===== src/rtl/mem_stage_lsu.sv =====
// rtl/mem_stage_lsu.sv - MEM-stage load/store unit driving a req/ack data bus
module mem_stage_lsu #(
  parameter int TIMEOUT_CYCLES = 16,
  parameter int TO_W           = 5
) (
  input  logic        clk,
  input  logic        rst_n,
  input  logic        ex_valid,
  input  logic        mem_read,
  input  logic        mem_write,
  input  logic [2:0]  funct3,
  input  logic [31:0] alu_result,
  input  logic [31:0] store_data,
  output logic        stall_o,
  output logic        done_o,
  output logic [31:0] load_data_o,
  output logic        misalign_o,
  output logic        bus_err_o,
  output logic        bus_req,
  output logic        bus_we,
  output logic [31:0] bus_addr,
  output logic [31:0] bus_wdata,
  output logic [3:0]  bus_wstrb,
  input  logic [31:0] bus_rdata,
  input  logic        bus_ack
);

  typedef enum logic [1:0] {IDLE, BUSY, DONE} state_t;

  state_t          state;
  logic [TO_W-1:0] to_cnt;
  logic [1:0]      lat_size;
  logic            lat_uns;
  logic [1:0]      lat_lane;

  logic        start, illegal, legal_f3, aligned, go, reject;
  logic [3:0]  wstrb_n;
  logic [31:0] wdata_n;
  logic [31:0] ext_data;
  logic [7:0]  rd_byte;
  logic [15:0] rd_half;

  always_comb begin
    start   = ex_valid & (mem_read ^ mem_write);
    illegal = ex_valid & mem_read & mem_write;
    // Loads allow 000/001/010/100/101, stores only 000/001/010.
    if (mem_read)
      legal_f3 = (funct3[1:0] != 2'b11) && !(funct3[2] && funct3[1]);
    else
      legal_f3 = !funct3[2] && (funct3[1:0] != 2'b11);
    case (funct3[1:0])
      2'b00:   aligned = 1'b1;
      2'b01:   aligned = ~alu_result[0];
      default: aligned = (alu_result[1:0] == 2'b00);
    endcase
    go      = (state == IDLE) & start & legal_f3 & aligned;
    reject  = (state == IDLE) & (illegal | (start & ~(legal_f3 & aligned)));
    stall_o = (state == BUSY) | go;
  end

  always_comb begin
    case (funct3[1:0])
      2'b00: begin
        wstrb_n = 4'b0001 << alu_result[1:0];
        wdata_n = {4{store_data[7:0]}};
      end
      2'b01: begin
        wstrb_n = 4'b0011 << {alu_result[1], 1'b0};
        wdata_n = {2{store_data[15:0]}};
      end
      default: begin
        wstrb_n = 4'b1111;
        wdata_n = store_data;
      end
    endcase
  end

  always_comb begin
    rd_byte = bus_rdata[{lat_lane, 3'b000} +: 8];
    rd_half = bus_rdata[{lat_lane[1], 4'b0000} +: 16];
    case (lat_size)
      2'b00:   ext_data = lat_uns ? {24'b0, rd_byte} : {{24{rd_byte[7]}}, rd_byte};
      2'b01:   ext_data = lat_uns ? {16'b0, rd_half} : {{16{rd_half[15]}}, rd_half};
      default: ext_data = bus_rdata;
    endcase
  end

  always_ff @(posedge clk or negedge rst_n) begin
    if (!rst_n) begin
      state       <= IDLE;
      to_cnt      <= '0;
      lat_size    <= 2'b00;
      lat_uns     <= 1'b0;
      lat_lane    <= 2'b00;
      done_o      <= 1'b0;
      load_data_o <= 32'h0;
      misalign_o  <= 1'b0;
      bus_err_o   <= 1'b0;
      bus_req     <= 1'b0;
      bus_we      <= 1'b0;
      bus_addr    <= 32'h0;
      bus_wdata   <= 32'h0;
      bus_wstrb   <= 4'b0000;
    end else begin
      done_o     <= 1'b0;
      misalign_o <= 1'b0;
      bus_err_o  <= 1'b0;
      case (state)
        IDLE: begin
          to_cnt <= '0;
          if (go) begin
            bus_req   <= 1'b1;
            bus_we    <= mem_write;
            bus_addr  <= {alu_result[31:2], 2'b00};
            bus_wstrb <= mem_write ? wstrb_n : 4'b0000;
            bus_wdata <= mem_write ? wdata_n : 32'h0;
            lat_size  <= funct3[1:0];
            lat_uns   <= funct3[2];
            lat_lane  <= alu_result[1:0];
            state     <= BUSY;
          end else if (reject) begin
            misalign_o <= 1'b1;
          end
        end
        BUSY: begin
          to_cnt <= to_cnt + TO_W'(1);
          // An ack in the final allowed cycle still completes the access.
          if (bus_ack) begin
            bus_req     <= 1'b0;
            done_o      <= 1'b1;
            load_data_o <= bus_we ? 32'h0 : ext_data;
            state       <= DONE;
          end else if (to_cnt == TO_W'(TIMEOUT_CYCLES - 1)) begin
            bus_req     <= 1'b0;
            bus_err_o   <= 1'b1;
            load_data_o <= 32'h0;
            state       <= IDLE;
          end
        end
        DONE:    state <= IDLE;
        default: state <= IDLE;
      endcase
    end
  end

endmodule


===== config.mk =====
export PLATFORM = sky130hd
export DESIGN_NAME = mem_stage_lsu
export DESIGN_NICKNAME = d
export VERILOG_FILES = /design/src/rtl/mem_stage_lsu.sv
export SDC_FILE = /design/constraint.sdc
export NUM_CORES = 1
export LEC_CHECK = 0
export ABC_AREA = 1
export BUFFER_PORTS_ARGS = -buffer_cell sky130_fd_sc_hd__buf_2
export CAP_MARGIN = 40
export CELL_PAD_IN_SITES_DETAIL_PLACEMENT = 1
export CELL_PAD_IN_SITES_GLOBAL_PLACEMENT = 1
export CORE_ASPECT_RATIO = 0.7
export CORE_UTILIZATION = 30
export DETAILED_ROUTE_END_ITERATION = 8
export PLACE_DENSITY = 0.76
export SYNTH_ARGS = -nofsm -noshare
export SYNTH_HDL_FRONTEND = slang
export SYNTH_SLANG_ARGS = --single-unit

===== constraint.sdc =====
create_clock -name clk -period 2 [get_ports clk]
set_input_delay 0.1 -clock clk [delete_from_list [all_inputs] [get_ports clk]]
set_output_delay 0.1 -clock clk [all_outputs]
set_load 0.02 [all_outputs]

==> run_results.csv <==
group,metric,value,unit
cts,path_clk_slew,50,ps
global_route,grt_pass1_wl,31.3,mm
route,routed_wirelength,19.7,mm
worst_setup_path,cp.depth,6,
place,place_ws,212,ps
global_route,use_met3,0.0533,
logic_synthesis,synth.most_common_cell,"nand2_1",
logic_synthesis,ys_seq_area_frac,0.517,
global_route,antenna_found_initial,0,
global_route,grt_pass1_vias,5977,
layout,area_growth,41.7,%
worst_setup_path,critPathArrivalTime,1700,ps
worst_setup_path,crit_path_end_kind,"output port",
global_route,gr-max-usage-layer,"met2",
cts,insertion_delay,410,ps
status,status,"completed",
die,dieHeight,116,um
cts,cts_tree,"built",
worst_setup_path,crit_path_max_fanout,6,
global_route,grt-ovfl-total,0,
global_route,grtUsageMet2,0.326,
worst_setup_path,cp_num_buf_inv,1,
worst_setup_path,r2r_cells,10,
route,viasPerCell,4.57,
power,p_per_area,1300,nW/um^2
cts,cts_setup_buffers,0,
power,p_leak,4.45,nW
cts,cts_buffer_depth,2,
logic_synthesis,synth_edf_count,0,
die,dieArea,19100,um^2
layout,drive_above_1_share,0.272,
timing,finalCritPeriodShare,0.898,
die,start_util,0.307,
global_route,grt_max_degree,78,
cts,htree_levels,4,
global_route,met1_usage,0.298,
worst_hold_path,worstHoldPathType,"primary input to register",
logic_synthesis,yosys_warnings,0,
place,gp_congestion,0.864,
worst_setup_path,path_delay_family,"simple AND/OR/NAND/NOR gates",
logic_synthesis,syn_avg_cell_area,7.38,um^2
timing,finalSetupViolCount,0,
worst_setup_path,required,1900,ps
route,vias,5716,
timing,finalWorstSetupSlack,205,ps
worst_setup_path,endpoint,"stall_o",
logic_synthesis,syn-cell-area,5570,um^2
logic_synthesis,synthArstFlopShare,1.00,
cts,cts_buffers,17,
worst_setup_path,cp-startpoint,"state[1]$_DFFE_PN0P_",
die,die_w,165,um
flow_run,cap_violations,0,
timing,relSlewSlack,0.640,
route,drc,0,
timing,hold_violations,0,
worst_setup_path,crit_type,"register to output port",
timing,slew_violations,0,
worst_setup_path,timing.rr.end,"load_data_o[17]$_DFFE_PN0P_",
route,dr.pass1.iters,5,
logic_synthesis,synthTopCellsByCount,"nand2_1 (372), dfrtp_1 (115), nor2_1 (83)",
logic_synthesis,synth_cells,754,
cts,root_buffer,"clkbuf_16",
logic_synthesis,synth_top_area_cell,"dfrtp_1",
die,std_cell_rows,41,
worst_setup_path,cp-start-kind,"register",
timing,finalClockSkew,8.13,ps
route,post_drt_wl_per_cell,15.7,um
timing,fin_tns_setup,0,ps
worst_setup_path,slowest_stage,"dfrtp_1",
logic_synthesis,synthFlopType,"dfrtp_1",
timing,tightest_slew,540,ps
worst_setup_path,max_stage_delay,450,ps
layout,insertedDiodeCount,0,
logic_synthesis,synth-seq-cells,115,
die,ios,211,
worst_setup_path,path_cells,"nor2_2 -> o211ai_1 -> nor2_1 -> nand2_4 -> nand2_1 -> buf_2",
logic_synthesis,synth_cell_types,29,
route,drt_iter0_markers,296,
global_route,grt_usage,0.214,
power,ir_drop,615,uV
logic_synthesis,synth.top_cell.area_share,0.517,
power,finalPower,10.2,mW
worst_setup_path,r2r_start,"to_cnt[1]$_DFFE_PN0P_",
place,dp_hpwl,14.0,mm
route,drtAntennaViolNets,0,
layout,utilization,0.435,
worst_setup_path,reg2reg_slack,210,ps
timing,min_period,1800,ps
die,coreArea,18100,um^2
place,io_buffers,208,
logic_synthesis,ys_top_cells_by_area,"dfrtp_1 (52%), nand2_1 (25%), nor2_1 (5.6%)",
cts,cts.sinks,115,
timing,fmax,0.557,GHz
timing,rsz0062_at_grt,"no",
layout,nets,1108,
[through the flow]
stage          cells  hold slack (ps)  area (um^2)
2_1_floorplan    755             -196         5570
3_3_place_gp    1180              105         6870
3_5_place_dp    1180              113         6870
4_1_cts         1250            0.411         7880
5_1_grt         1250             26.7         7880
6_report        1250             15.0         7880
[layout make-up]
type	instances	area, um^2
timing repair buffer	263	1590
clock buffer	19	453
clock inverter	13	183
tap	236	295
sequential	115	2880
fill	2272	10200
inverter	35	138
multi-input combinational	569	2350
[tightest hold or removal path, delay by kind of cell]
family | cells | cell delay [ps]
AND/OR/NAND/NOR | 1 | 60
AO/OA/AOI/OAI | 1 | 80
buffers and inverters | 1 | 120
[power by group]
group / internal, mW / switching, mW / leakage, nW
Combinational: 1.15 / 2.29 / 2.67
Sequential: 3.04 / 0.456 / 1.48
Clock: 2.15 / 1.13 / 0.301
[cells by family after synthesis]
| kind of cell | count (synthesis) | synth area share |
|---|---|---|
| and+or+nand+nor | 490 | 0.346 |
| AOI/OAI and AO/OA | 75 | 0.0704 |
| DFF | 115 | 0.517 |
| other | 1 | 0.000674 |
| buffers and inverters | 71 | 0.0616 |
| adders and majority gates | 2 | 0.00450 |
[layer usage]
| metal | part of all wire | wire, um |
|---|---|---|
| met5 | 0 | 0 |
| met2 | 0.44 | 8710 |
| met1 | 0.49 | 9550 |
| met4 | 0.016 | 312 |
| met3 | 0.056 | 1090 |
[timing repair]
action | 4_1_cts | 5_1_grt
resized for setup | 0 | 0
hold endpoints to repair | 72 | 0
hold buffers | 38 | 0
[worst min path at each step]
stage	depth (start not counted)	from	to	slack, ps
3_5_place_dp	1	rst_n	load_data_o[5]$_DFFE_PN0P_	110
4_1_cts	3	store_data[1]	bus_wdata[1]$_DFFE_PN0P_	0.4
5_1_grt	3	store_data[1]	bus_wdata[1]$_DFFE_PN0P_	30
3_3_place_gp	1	rst_n	load_data_o[5]$_DFFE_PN0P_	110
2_1_floorplan	0	rst_n	bus_addr[10]$_DFFE_PN0P_	-200
6_report	3	store_data[1]	bus_wdata[1]$_DFFE_PN0P_	20
[state kept, by name (all words and copies together) (netlist names)]
signal       flops
bus_we           1
bus_wstrb        4
bus_addr        30
load_data_o     32
state            2
bus_err_o        1
lat_uns          1
lat_size         2
done_o           1
bus_req          1
to_cnt           5
lat_lane         2
misalign_o       1
bus_wdata       32
[cell usage in the layout, fill, tap and decap left out, types with 14 or more instances in the layout]
cell type / n
nand2_1: 372
buf_2: 207
dfrtp_1: 115
nor2_1: 83
o21ai_0: 53
dlygate4sd3_1: 38
inv_1: 28
nand3_1: 19
clkbuf_16: 17
buf_4: 15
a21oi_1: 14
(Power assumes the default switching activity.)
